### src/rtl/display_scan.sv
// -----------------------------------------------------------------------------
// display_scan
//
// Time-multiplexing scan controller for the 4-digit 7-segment display block.
// Walks a digit slot index 0..3, splits every slot into 16 PWM sub-steps of
// STEP_CYCLES clocks each, keeps sub-step 0 dark as inter-digit blanking and
// lights sub-steps 1..brightness. A frame counter drives a blink phase used to
// hide selected digits and/or the colon dot while the clock is in set mode.
//
// Parameters:
//   STEP_CYCLES  - clock cycles per PWM sub-step (>= 1); slot = 16*STEP_CYCLES
//   BLINK_FRAMES - full 4-digit frames per blink half-period (>= 1)
//
// Ports:
//   i_Clk           - system clock
//   i_Reset         - synchronous active-high reset
//   i_Enable        - scan run; low freezes all counters and blanks outputs
//   i_Brightness    - duty level 0..15, latched at slot start
//   i_Blink_Mask    - bit3 = digit at select 0 ... bit0 = digit at select 3
//   i_Dot_Enable    - colon dot requested
//   i_Dot_Blink     - colon blinks with the blink phase
//   o_Select        - current digit slot index, drives the display mux
//   o_Enable_Digits - one-hot digit gate, bit3 = select 0 ... bit0 = select 3
//   o_Enable_Dot    - dot gate (display block lights it only in select 1)
//   o_Slot_Start    - one-cycle pulse in the first cycle of every slot
// -----------------------------------------------------------------------------
module display_scan #(
    parameter int unsigned STEP_CYCLES  = 750,
    parameter int unsigned BLINK_FRAMES = 94
) (
    input  logic       i_Clk,
    input  logic       i_Reset,
    input  logic       i_Enable,
    input  logic [3:0] i_Brightness,
    input  logic [3:0] i_Blink_Mask,
    input  logic       i_Dot_Enable,
    input  logic       i_Dot_Blink,
    output logic [1:0] o_Select,
    output logic [3:0] o_Enable_Digits,
    output logic       o_Enable_Dot,
    output logic       o_Slot_Start
);

    localparam int unsigned CycW = (STEP_CYCLES > 1) ? $clog2(STEP_CYCLES) : 1;
    localparam int unsigned FrmW = (BLINK_FRAMES > 1) ? $clog2(BLINK_FRAMES) : 1;

    localparam logic [CycW-1:0] CycLast = CycW'(STEP_CYCLES - 1);
    localparam logic [FrmW-1:0] FrmLast = FrmW'(BLINK_FRAMES - 1);

    // Scan position: the (slot, sub-step, cycle) that the next enabled edge
    // presents on the outputs. It only advances on enabled edges, so a paused
    // scan resumes exactly where it stopped.
    logic [CycW-1:0] cyc_q, cyc_d;
    logic [3:0]      k_q, k_d;
    logic [1:0]      sel_q, sel_d;
    logic [FrmW-1:0] frame_q, frame_d;
    logic            phase_q, phase_d;

    // Per-slot snapshots of brightness and blink mask.
    logic [3:0]      bright_q, bright_d;
    logic [3:0]      mask_q, mask_d;

    // Registered outputs.
    logic [1:0]      select_q, select_d;
    logic [3:0]      digits_q, digits_d;
    logic            dot_q, dot_d;
    logic            start_q, start_d;

    logic            cyc_last;
    logic            k_last;
    logic            frame_last;
    logic            slot_start;
    logic [3:0]      bright_eff;
    logic [3:0]      mask_eff;
    logic            in_window;
    logic            digit_hidden;

    always_comb begin
        cyc_last   = (cyc_q == CycLast);
        k_last     = (k_q == 4'hf);
        frame_last = (frame_q == FrmLast);
        slot_start = (k_q == 4'd0) && (cyc_q == '0);

        // At slot start the fresh inputs are used directly so the snapshot and
        // the first decision of the slot always agree.
        bright_eff = slot_start ? i_Brightness : bright_q;
        mask_eff   = slot_start ? i_Blink_Mask : mask_q;

        // Sub-step 0 is the blanking step; lit steps are 1..brightness.
        in_window    = (k_q != 4'd0) && (k_q <= bright_eff);
        digit_hidden = phase_q && mask_eff[2'd3 - sel_q];
    end

    always_comb begin
        cyc_d    = cyc_q;
        k_d      = k_q;
        sel_d    = sel_q;
        frame_d  = frame_q;
        phase_d  = phase_q;
        bright_d = bright_q;
        mask_d   = mask_q;
        select_d = select_q;
        digits_d = 4'b0000;
        dot_d    = 1'b0;
        start_d  = 1'b0;

        if (i_Enable) begin
            select_d = sel_q;
            start_d  = slot_start;
            if (slot_start) begin
                bright_d = i_Brightness;
                mask_d   = i_Blink_Mask;
            end

            if (in_window && !digit_hidden) begin
                digits_d = 4'b1000 >> sel_q;
            end
            dot_d = i_Dot_Enable && in_window && !(i_Dot_Blink && phase_q);

            // Advance the scan position.
            if (cyc_last) begin
                cyc_d = '0;
                if (k_last) begin
                    k_d   = 4'd0;
                    sel_d = sel_q + 2'd1;
                    if (sel_q == 2'd3) begin
                        if (frame_last) begin
                            frame_d = '0;
                            phase_d = ~phase_q;
                        end else begin
                            frame_d = frame_q + FrmW'(1);
                        end
                    end
                end else begin
                    k_d = k_q + 4'd1;
                end
            end else begin
                cyc_d = cyc_q + CycW'(1);
            end
        end
    end

    always_ff @(posedge i_Clk) begin
        if (i_Reset) begin
            cyc_q    <= '0;
            k_q      <= 4'd0;
            sel_q    <= 2'd0;
            frame_q  <= '0;
            phase_q  <= 1'b0;
            bright_q <= 4'd0;
            mask_q   <= 4'd0;
            select_q <= 2'd0;
            digits_q <= 4'd0;
            dot_q    <= 1'b0;
            start_q  <= 1'b0;
        end else begin
            cyc_q    <= cyc_d;
            k_q      <= k_d;
            sel_q    <= sel_d;
            frame_q  <= frame_d;
            phase_q  <= phase_d;
            bright_q <= bright_d;
            mask_q   <= mask_d;
            select_q <= select_d;
            digits_q <= digits_d;
            dot_q    <= dot_d;
            start_q  <= start_d;
        end
    end

    assign o_Select        = select_q;
    assign o_Enable_Digits = digits_q;
    assign o_Enable_Dot    = dot_q;
    assign o_Slot_Start    = start_q;

endmodule
### config.mk
export PLATFORM = sky130hd
export DESIGN_NAME = display_scan
export DESIGN_NICKNAME = d
export VERILOG_FILES = /design/src/rtl/display_scan.sv
export SDC_FILE = /design/constraint.sdc
export NUM_CORES = 1
export LEC_CHECK = 0
export CELL_PAD_IN_SITES_DETAIL_PLACEMENT = 2
export CELL_PAD_IN_SITES_GLOBAL_PLACEMENT = 2
export CORE_UTILIZATION = 31
export CTS_CLUSTER_DIAMETER = 150
export DETAILED_ROUTE_END_ITERATION = 7
export MAX_ROUTING_LAYER = met4
export PLACE_DENSITY_LB_ADDON = 0.1
export SYNTH_ARGS = -nofsm -noshare
export SYNTH_HDL_FRONTEND = slang
export SYNTH_SLANG_ARGS = --single-unit
export TNS_END_PERCENT = 5
### constraint.sdc
create_clock -name i_Clk -period 2.5 [get_ports i_Clk]
set_input_delay 0.625 -clock i_Clk [delete_from_list [all_inputs] [get_ports i_Clk]]
set_output_delay 0.625 -clock i_Clk [all_outputs]
set_load 0.1 [all_outputs]
# --- After elaboration in Yosys (flattened, before gate mapping) ---
# Index checks and enable logic that the tools add are counted.
totals:
  input_bits: 13
  reg_bits: 40
classes:
  add_sub_neg: 5
  n_lt_le_gt_ge: 2
  bitwise_logic: 3
  eq_ne: 4
  mux: 7
  n_reduce_logical: 18
  n_shift: 1
ops:
  columns: ["op", "count"]
  rows:
  - ["2-to-1 mux 4 bit", 3]
  - ["adder 10 x 1 -> 10 bit (second input constant)", 1]
  - ["== test 10 bit (second input constant)", 1]
  - ["zero test 10 bit", 1]
  - ["2-to-1 mux 10 bit", 1]
  - ["adder 7 x 1 -> 7 bit (second input constant)", 1]
  - ["== test 7 bit (second input constant)", 1]
  - ["logical AND 1 bit", 7]
  - ["2-to-1 mux 7 bit", 1]
  - ["AND reduction 5 bit", 1]
  - ["adder 4 x 1 -> 4 bit (second input constant)", 1]
  - ["== test 4 bit (second input constant)", 1]
  - ["less-or-equal comparator 4 bit", 1]
  - ["zero test 4 bit", 1]
  - ["AND reduction 4 bit", 1]
  - ["nonzero test 4 bit", 1]
  - ["right shift 4 x 2 -> 4 bit (first input constant)", 1]
  - ["less-than comparator 2 x 3 -> 1 bit (second input constant)", 1]
  - ["NOT 1 bit", 3]
  - ["AND reduction 3 bit", 1]
  - ["OR reduction 3 bit", 1]
  - ["adder 2 x 1 -> 2 bit (second input constant)", 1]
  - ["binary-select mux 1 bit (select 2 bit)", 1]
  - ["== test 2 bit (second input constant)", 1]
  - ["other kinds (5)", 6]

# --- Logic depth before layout (Yosys ltp) ---
depth:
  ltp_word: 10
  mapped_depth: 10

# --- Worst setup path before layout ---
# No wires, ideal clock.
synth_timing:
  kind: "register to register"
  from: "reg k_q[0]"
  to: "reg digits_q[0] (netlist: o_Enable_Digits[0])"
  setup_slack_ns: -0.112
  synth_period_minus_slack_ns: 2.612
  arrival_ns: 2.498
  setup_ns: 0.115
  n_path_buf: 0
  path_stages_with_launch: 11
  required_time_ns: 2.385
  cell_sequence: "dfxtp_1 -> inv_1 -> ha_1 -> nor4b_1 -> nand4_2 -> mux2_2 -> ha_1 -> nand4_1 -> a211oi_1 -> o21ai_0 -> a2111oi_0"
synth_rtl:
  columns: ["item", "line", "rtl"]
  rows:
  - ["from (decl)", "54", "logic [3:0] k_q, k_d;"]
  - ["from (signal assigned)", "158", "k_q <= k_d;"]
  - ["zero test 4 bit", "82", "slot_start = (k_q == 4'd0) && (cyc_q == '0);"]
  - ["logical AND 1 bit", "82", null]
  - ["2-to-1 mux 4 bit", null, null]
  - ["via bright_eff[0]", "73", "logic [3:0] bright_eff;"]
  - ["less-or-equal comparator 4 bit", "90", "in_window = (k_q != 4'd0) && (k_q <= bright_eff);"]
  - ["logical AND 1 bit", "90", null]
  - ["logical AND 1 bit", "115", "if (in_window && !digit_hidden) begin"]
  - ["NOT 1 bit (no source line)", null, null]
  - ["OR reduction 3 bit (no source line)", null, null]
  - ["to (signal assigned)", "165", "digits_q <= digits_d;"]
  - ["to (decl)", "65", "logic [3:0] digits_q, digits_d;"]
# The timed path passes the listed nets, and every way through them passes these cells. The select of a mux whose other input is x is not followed.
# A chain may end at the register's enable or synchronous reset.

# --- Final worst setup path ---
layout_timing:
  from: "reg cyc_q[1]"
  to: "reg digits_q[1] (netlist: o_Enable_Digits[1])"
layout_between:
  elab_chain_len: 10
layout_lines:
  columns: ["item", "line", "rtl"]
  rows:
  - ["from (decl)", "53", "logic [CycW-1:0] cyc_q, cyc_d;"]
  - ["from (signal assigned)", "157", "cyc_q <= cyc_d;"]
  - ["zero test 10 bit *", "82", null]
  - ["logical AND 1 bit *", "82", null]
  - ["2-to-1 mux 4 bit", null, null]
  - ["binary-select mux 1 bit (select 2 bit)", "91", "digit_hidden = phase_q && mask_eff[2'd3 - sel_q];"]
  - ["2-to-1 mux 1 bit (not written as such)", "91", null]
  - ["logical AND 1 bit", "91", null]
  - ["zero test 1 bit", "115", null]
  - ["logical AND 1 bit *", "115", null]
  - ["NOT 1 bit (no source line) *", null, null]
  - ["OR reduction 3 bit (no source line) *", null, null]
# Every way passes the cells marked *; elsewhere a longest branch is shown, timed or not. The select of a mux whose other input is x is not followed.

==> impl_metrics.json <==
{
  "met2_wirelength_mm": 2.90,
  "gp_congestion": 0.761,
  "cts_hold_buffers": 0,
  "failed_checks": "negative setup slack",
  "data_arrival_time_at_the_worst_slack_endpoint_ns": 2.70,
  "power.sequential.fraction_pct": 46.9,
  "drtIter0Drc": 62,
  "max_cap_violations": 0,
  "global_route_wire_length_before_repair_mm": 10.5,
  "critPathBufInv": 3,
  "area.growth.synth_to_final_pct": 33.7,
  "synth.cells.most_frequent": "40 x dfxtp_1, 25 x nor2_1, 16 x nand2_1, 11 x a21oi_1, 11 x ha_1",
  "worst-path-max-fanout": 5,
  "r2r.worst_path.cells": 12,
  "post_synth_mux_area_share_pct": 6.70,
  "dieWidth_um": 83.0,
  "min_tclk_post_route_ns": 2.51,
  "setup_total_negative_slack_ns": -0.00787,
  "numPortBuffers": 20,
  "grt_pass1_vias": 2039,
  "dp_cells": 343,
  "routed.top_layer": "met4",
  "power_density_nw_per_um2": 518,
  "cellLeakagePower_nw": 1.05,
  "cts_root_buffer": "clkbuf_8",
  "setup.worst_path.class": "reg -> reg",
  "via_per_inst": 5.29,
  "cp.required_ns": 2.69,
  "synth_area_leader_cell": "dfxtp_1",
  "first_pass_iteration_count_of_the_detailed_router": 3,
  "hold_ws_ns": 0.493,
  "unrepaired_setup_endpoints_after_global_routing": "true",
  "layout.cells.non_filler": 354,
  "worst_path_largest_cell_delay_ns": 0.32,
  "synth.net_count": 253,
  "worst_setup_path_end": "o_Enable_Digits[1]",
  "p_sw_w": 0.000362,
  "via_count": 1871,
  "power_report.internal_total_w": 0.00105,
  "finClkSkew_ns": 0.00674,
  "standard_cell_with_the_maximum_stage_delay_on_the_critical_path": "dfxtp_1",
  "metal3_wl_um": 95,
  "synth_area_in_compound_gates_pct": 12.9,
  "simple_gate_share_of_the_synthesized_area_pct": 25.4,
  "setup_viol": 1,
  "outcome": "finished, violations left",
  "most_frequent_cell_after_synthesis": "dfxtp_1",
  "cp_num_cells": 12,
  "timing.hold.worst.class": "reg -> reg",
  "grt_overflow_total": 0,
  "combinational_family_with_the_most_area_after_synthesis": "simple AND/OR/NAND/NOR gates",
  "routed_met1_length_mm": 3.01,
  "worstReg2RegStart": "cyc_q[1]",
  "clockPowerShare_pct": 38.6,
  "synth_async_sr_flop_share_pct": 0,
  "setup.reg_to_reg.worst_slack_ns": -0.008,
  "numCtsBuffers": 5,
  "ios": 21,
  "synth.ff_latch_count": 40,
  "clockBufferDepth": 2,
  "clk_pin_slew_worst_paths_ns": 0.09,
  "worst-slew-pin-transition_ns": 0.383,
  "worst_skew_pair.late_latency_ns": 0.29,
  "wirelength_mm": 6.05,
  "post_synth_inst_count": 229,
  "synth-edff-count": 0,
  "synth_top_area_share_pct": 39.3,
  "timing.critical_path.cells": "inv_1 > ha_1 > nor4b_4 > buf_4 > nand4_4 > buf_4 > mux2i_1 > ha_1 > nand4_1 > a211oi_2 > o21ai_4 > a2111oi_2",
  "effective_utilization_at_floorplan_pct": 32.1,
  "endpoint_of_the_worst_register_to_register_path": "o_Enable_Digits[1]",
  "critical-path-top-delay-family": "compound AO/OA/AOI/OAI gates",
  "htree_levels": 2,
  "start_kind": "flip-flop",
  "layout_setup_ws_ns": -0.00787,
  "core_um2": 6350,
  "launch_point_of_the_worst_path": "cyc_q[1]",
  "post_synth_xor_area_fraction_pct": 4.73,
  "synth.distinct_cells": 39,
  "num_rows": 29,
  "wire_per_inst_um": 17.1,
  "chipHeight_um": 83.0,
  "avgSynthCellArea_um2": 8.89,
  "postRouteAntennaNets": 0,
  "timing.max_slew.rel_slack_pct": 74.2,
  "drc_errors": 0,
  "dp_wirelength_mm": 4.25,
  "final.fill_count": 703,
  "synthAdderAreaFrac_pct": 6.76,
  "final_hold_viol_count": 0,
  "power.combinational.fraction_pct": 14.5,
  "synth_seq_area_share_pct": 39.3,
  "globalRouteTotalUtil_pct": 19.7,
  "peakVddDrop_v": 0.000487,
  "clock_sink_count": 40,
  "num-nets-final": 300,
  "cts_tree": "built",
  "post_route_cells_drive_above_1_share_pct": 28.2,
  "critical_path.endpoint_type": "flip-flop",
  "power.share.switching_pct": 25.7,
  "antenna_violations_before_repair": 0,
  "synth_top_flop_cell": "dfxtp_1",
  "syn-cell-area_um2": 2040,
  "grt_start_max_net_pins": 24,
  "fmaxAchievable_ghz": 0.399,
  "final_min_period_over_clock_period_pct": 100,
  "design.die.area_um2": 6890,
  "timing.final.max_slew_violations": 0,
  "synth-warning-count": 0,
  "antenna-diode-count": 0,
  "ys_top_cells_by_area": "dfxtp_1 39%, ha_1 6.8%, nor2_1 4.6%"
}
-- layout by cell type, fill, tap and decap left out, types with 2 or more instances in the layout --
master,instances
nand2_1,16
dfxtp_2,2
nor3b_1,9
a31o_2,8
and3_1,2
inv_1,8
nor2_1,25
nor4_1,5
nor3_1,4
nand3_1,8
ha_1,10
o21ai_0,6
dfxtp_1,38
xor2_1,3
a2111oi_2,3
nand4_1,8
a21oi_1,11
mux2_2,4
or3_1,3
mux2i_1,8
nor2b_1,2
clkbuf_8,5
o31ai_1,2
or4_1,2
xnor2_1,8
buf_4,40
nor4b_4,2
clkdlybuf4s50_1,12
inv_2,2
-- cells by family (layout without fill, tap and decap cells) --
family | Yosys count | count (layout)
AO/OA/AOI/OAI | 39 | 39
XOR/XNOR | 11 | 11
adder cells (fa/ha/maj) | 11 | 11
buffers and inverters | 22 | 70
flip-flops | 40 | 40
multiplexers | 13 | 13
AND/OR/NAND/NOR | 93 | 93
-- state kept, by name, summed over array words and instances, names as in the netlist --
name	flops
cyc_q	10
mask_q	4
o_Slot_Start	1
phase_q	1
o_Select	2
k_q	4
frame_q	7
bright_q	4
sel_q	2
o_Enable_Digits	4
o_Enable_Dot	1
-- power groups by stage --
stage | Sequential [W] | Combinational, W | Clock [W]
4_1_cts | 0.000660 | 0.000200 | 0.000561
5_1_grt | 0.000662 | 0.000222 | 0.000591
3_3_place_gp | 0.000674 | 0.000177 | 0
3_5_place_dp | 0.000675 | 0.000181 | 0
6_report | 0.000660 | 0.000204 | 0.000544
2_1_floorplan | 0.000684 | 0.0000993 | 0
-- worst min path at each step --
| stage | start | to | slack, ns | depth (start not counted) |
|---|---|---|---|---|
| after detailed placement | mask_q[0] | mask_q[0] | 0.47 | 1 |
| final | mask_q[2] | mask_q[2] | 0.49 | 1 |
| after global placement | mask_q[0] | mask_q[0] | 0.46 | 1 |
| after CTS | mask_q[0] | mask_q[0] | 0.49 | 1 |
| after floorplan | bright_q[0] | bright_q[0] | 0.45 | 1 |
| after global routing | mask_q[2] | mask_q[2] | 0.51 | 1 |
-- worst reg2reg max path, cell delays in order, from the launching register on --
cell and delay, ns:
dfxtp_1 0.32, inv_1 0.08, ha_1 0.14, nor4b_4 0.18, buf_4 0.18, nand4_4 0.11
buf_4 0.18, mux2i_1 0.12, ha_1 0.31, nand4_1 0.12, a211oi_2 0.29, o21ai_4 0.16
a2111oi_2 0.22
-- per-stage QoR --
stage / setup slack (ns) / cell area (um^2) / power (W) / utilization (%)
final: -0.00787 / 2720 / 0.00141 / 42.9
after detailed placement: -0.362 / 2510 / 0.000856 / 39.6
after CTS: 0.00245 / 2690 / 0.00142 / 42.3
after floorplan: 0.0231 / 2070 / 0.000783 / -
after global routing: -0.212 / 2720 / 0.00148 / 42.9
after global placement: -0.138 / 2510 / 0.000851 / 39.6
-- metal layers --
layer / global-route usage, % / vias to the layer above
met5: - / -
met4: 4.70 / 0
met3: 3.28 / 2
met2: 31.1 / 12
met1: 26.3 / 936
li1: - / 921
-- layout make-up --
type / instances / area (um^2) / share of cell area, %
clock buffer: 5 / 68.8 / 2.53
inverter: 10 / 37.5 / 1.38
multi-input combinational: 167 / 1250 / 46.0
tap: 77 / 96.3 / 3.54
timing repair buffer: 52 / 420 / 15.4
clock inverter: 3 / 42.5 / 1.56
sequential: 40 / 803 / 29.5
-- timing repair --
action / CTS / global route
hold endpoints to repair: 0 / 0
pin swaps: 7 / 1
endpoints found under the setup margin: 5 / 5
buffers inserted: 3 / 0
resized for setup: 14 / 7
Note: power is estimated with default switching activity, not from simulation.
==> RTL change: new RTL, same settings <==
Register the inputs `i_Enable`, `i_Brightness`, `i_Blink_Mask`, `i_Dot_Enable` and `i_Dot_Blink` before use, with the module's reset. The logic sees them one clock later.
--- a/src/rtl/display_scan.sv
+++ b/src/rtl/display_scan.sv
@@ -48,4 +48,26 @@
     localparam logic [FrmW-1:0] FrmLast = FrmW'(BLINK_FRAMES - 1);
 
+    logic i_Enable_q;
+    logic [3:0] i_Brightness_q;
+    logic [3:0] i_Blink_Mask_q;
+    logic i_Dot_Enable_q;
+    logic i_Dot_Blink_q;
+
+    always_ff @(posedge i_Clk) begin
+        if (i_Reset) begin
+            i_Enable_q     <= '0;
+            i_Brightness_q <= '0;
+            i_Blink_Mask_q <= '0;
+            i_Dot_Enable_q <= '0;
+            i_Dot_Blink_q  <= '0;
+        end else begin
+            i_Enable_q     <= i_Enable;
+            i_Brightness_q <= i_Brightness;
+            i_Blink_Mask_q <= i_Blink_Mask;
+            i_Dot_Enable_q <= i_Dot_Enable;
+            i_Dot_Blink_q  <= i_Dot_Blink;
+        end
+    end
+
     // Scan position: the (slot, sub-step, cycle) that the next enabled edge
     // presents on the outputs. It only advances on enabled edges, so a paused
@@ -84,6 +106,6 @@
         // At slot start the fresh inputs are used directly so the snapshot and
         // the first decision of the slot always agree.
-        bright_eff = slot_start ? i_Brightness : bright_q;
-        mask_eff   = slot_start ? i_Blink_Mask : mask_q;
+        bright_eff = slot_start ? i_Brightness_q : bright_q;
+        mask_eff   = slot_start ? i_Blink_Mask_q : mask_q;
 
         // Sub-step 0 is the blanking step; lit steps are 1..brightness.
@@ -105,10 +127,10 @@
         start_d  = 1'b0;
 
-        if (i_Enable) begin
+        if (i_Enable_q) begin
             select_d = sel_q;
             start_d  = slot_start;
             if (slot_start) begin
-                bright_d = i_Brightness;
-                mask_d   = i_Blink_Mask;
+                bright_d = i_Brightness_q;
+                mask_d   = i_Blink_Mask_q;
             end
 
@@ -116,5 +138,5 @@
                 digits_d = 4'b1000 >> sel_q;
             end
-            dot_d = i_Dot_Enable && in_window && !(i_Dot_Blink && phase_q);
+            dot_d = i_Dot_Enable_q && in_window && !(i_Dot_Blink_q && phase_q);
 
             // Advance the scan position.
Check against the original RTL: not equivalent (Yosys sat finds a counterexample within 4 cycles, from zero or initial values and one cycle with i_Reset high).
==> RTL change against the original RTL <==
First-iteration DRC count down 34%; cell area up 9.3%; via count down 0.16%; routed wire length down 4.6%; largest cell class unchanged; area after synthesis up 17%; core utilization down 2.3 points; sequential cell count up 11; die area up 17%; worst setup slack better by 70 ps; count of clock-buffer cells in the layout unchanged; power up 6.2%.
==> RTL change: results (changes against the original RTL) <==
status: completed (was finished with violations)
top post-synthesis cells by area: dfxtp_1 (43%), mux2i_1 (6.3%), ha_1 (5.8%), nand2b_1 (5.2%), nor2_1 (3.5%) (was dfxtp_1 (39%), ha_1 (6.8%), nor2_1 (4.6%), mux2i_1 (3.9%), a31o_2 (3.4%))
Via density: 4.790 (was 5.285)
Arr. time, crit path: 2650 ps (was 2700 ps)
Iteration-0 DRC Markers: 41 (was 62)
GR Util met1: 18.99% (was 26.27%)
clock group power: 512 uW (was 544 uW)
Non-clk bufs: 44 (was 52)
Resized Gates After CTS: 7 (was 14)
Non-clock buffers, area share: 12.24% (was 15.45%)
dpl hpwl: 4.260 mm (was 4.253 mm)
peak supply drop: 0.2047 mV (was 0.4867 mV)
post-DR wirelength/cell: 14.79 um (was 17.08 um)
Post-Syn Nets: 274 (was 253)
largest net degree at the start of global routing: 26 (was 24)
vias in the first global route: 1,960 (was 2,039)
post-synth cell types: 40 (was 39)
clk slew on worst S/H paths: 110 ps (was 90 ps)
Area growth syn-to-layout: 24.83% (was 33.68%)
first-pass GRT wire length: 9.432 mm (was 10.49 mm)
Die Wd: 89.69 um (was 83.04 um)
Pre-antenna DRT Iters: 4 (was 3)
fraction of area in multi-input gates: 44.87% (was 46.02%)
Multi-In Gates: 179 (was 167)
switch share: 25.50% (was 25.67%)
-- RTL change: changes by cell type in the layout (fill, tap and decap cells not counted), sizes merged, moves of 3 or more --
| cell | delta |
|---|---|
| mux2i | +7 |
| a31o | -8 |
| nand2 | -3 |
| nor3b | -8 |
| buf | -8 |
| dfxtp | +11 |
| nor2b | +10 |
| nand2b | +19 |
| nand4 | -3 |
-- RTL change: how the worst min path moves through the flow --
stage               slack [ps]                       from  depth (start not counted)                 endpoint
floorplan                  400  i_Dot_Enable_q$_SDFF_PP0_                          2  o_Enable_Dot$_SDFF_PP0_
global placement           410  i_Dot_Enable_q$_SDFF_PP0_                          2  o_Enable_Dot$_SDFF_PP0_
detailed placement         420  i_Dot_Enable_q$_SDFF_PP0_                          2  o_Enable_Dot$_SDFF_PP0_
CTS                        430  i_Dot_Enable_q$_SDFF_PP0_                          2  o_Enable_Dot$_SDFF_PP0_
global route               460  i_Dot_Enable_q$_SDFF_PP0_                          2  o_Enable_Dot$_SDFF_PP0_
finish                     420  i_Dot_Enable_q$_SDFF_PP0_                          2  o_Enable_Dot$_SDFF_PP0_
-- RTL change: cell families (layout without fill, tap and decap cells) --
family	after synthesis	in the layout	synth area share (%)
AND/OR/NAND/NOR	108	108	27.40
flip-flops	51	51	42.83
AO/OA/AOI/OAI	28	28	6.877
multiplexers	20	20	8.661
buffers and inverters	20	61	4.042
XOR/XNOR	12	12	4.410
adder cells (fa/ha/maj)	11	11	5.774
-- RTL change: critical path, stage by stage (launching register included) --
cell and delay, ps:
dfxtp_1 330, inv_1 70, ha_1 140, nor4b_4 240
nand4_4 180, buf_6 180, mux2i_1 110, ha_1 310
o21a_1 200, o21ai_2 160, o21ai_4 110, a2111oi_2 320
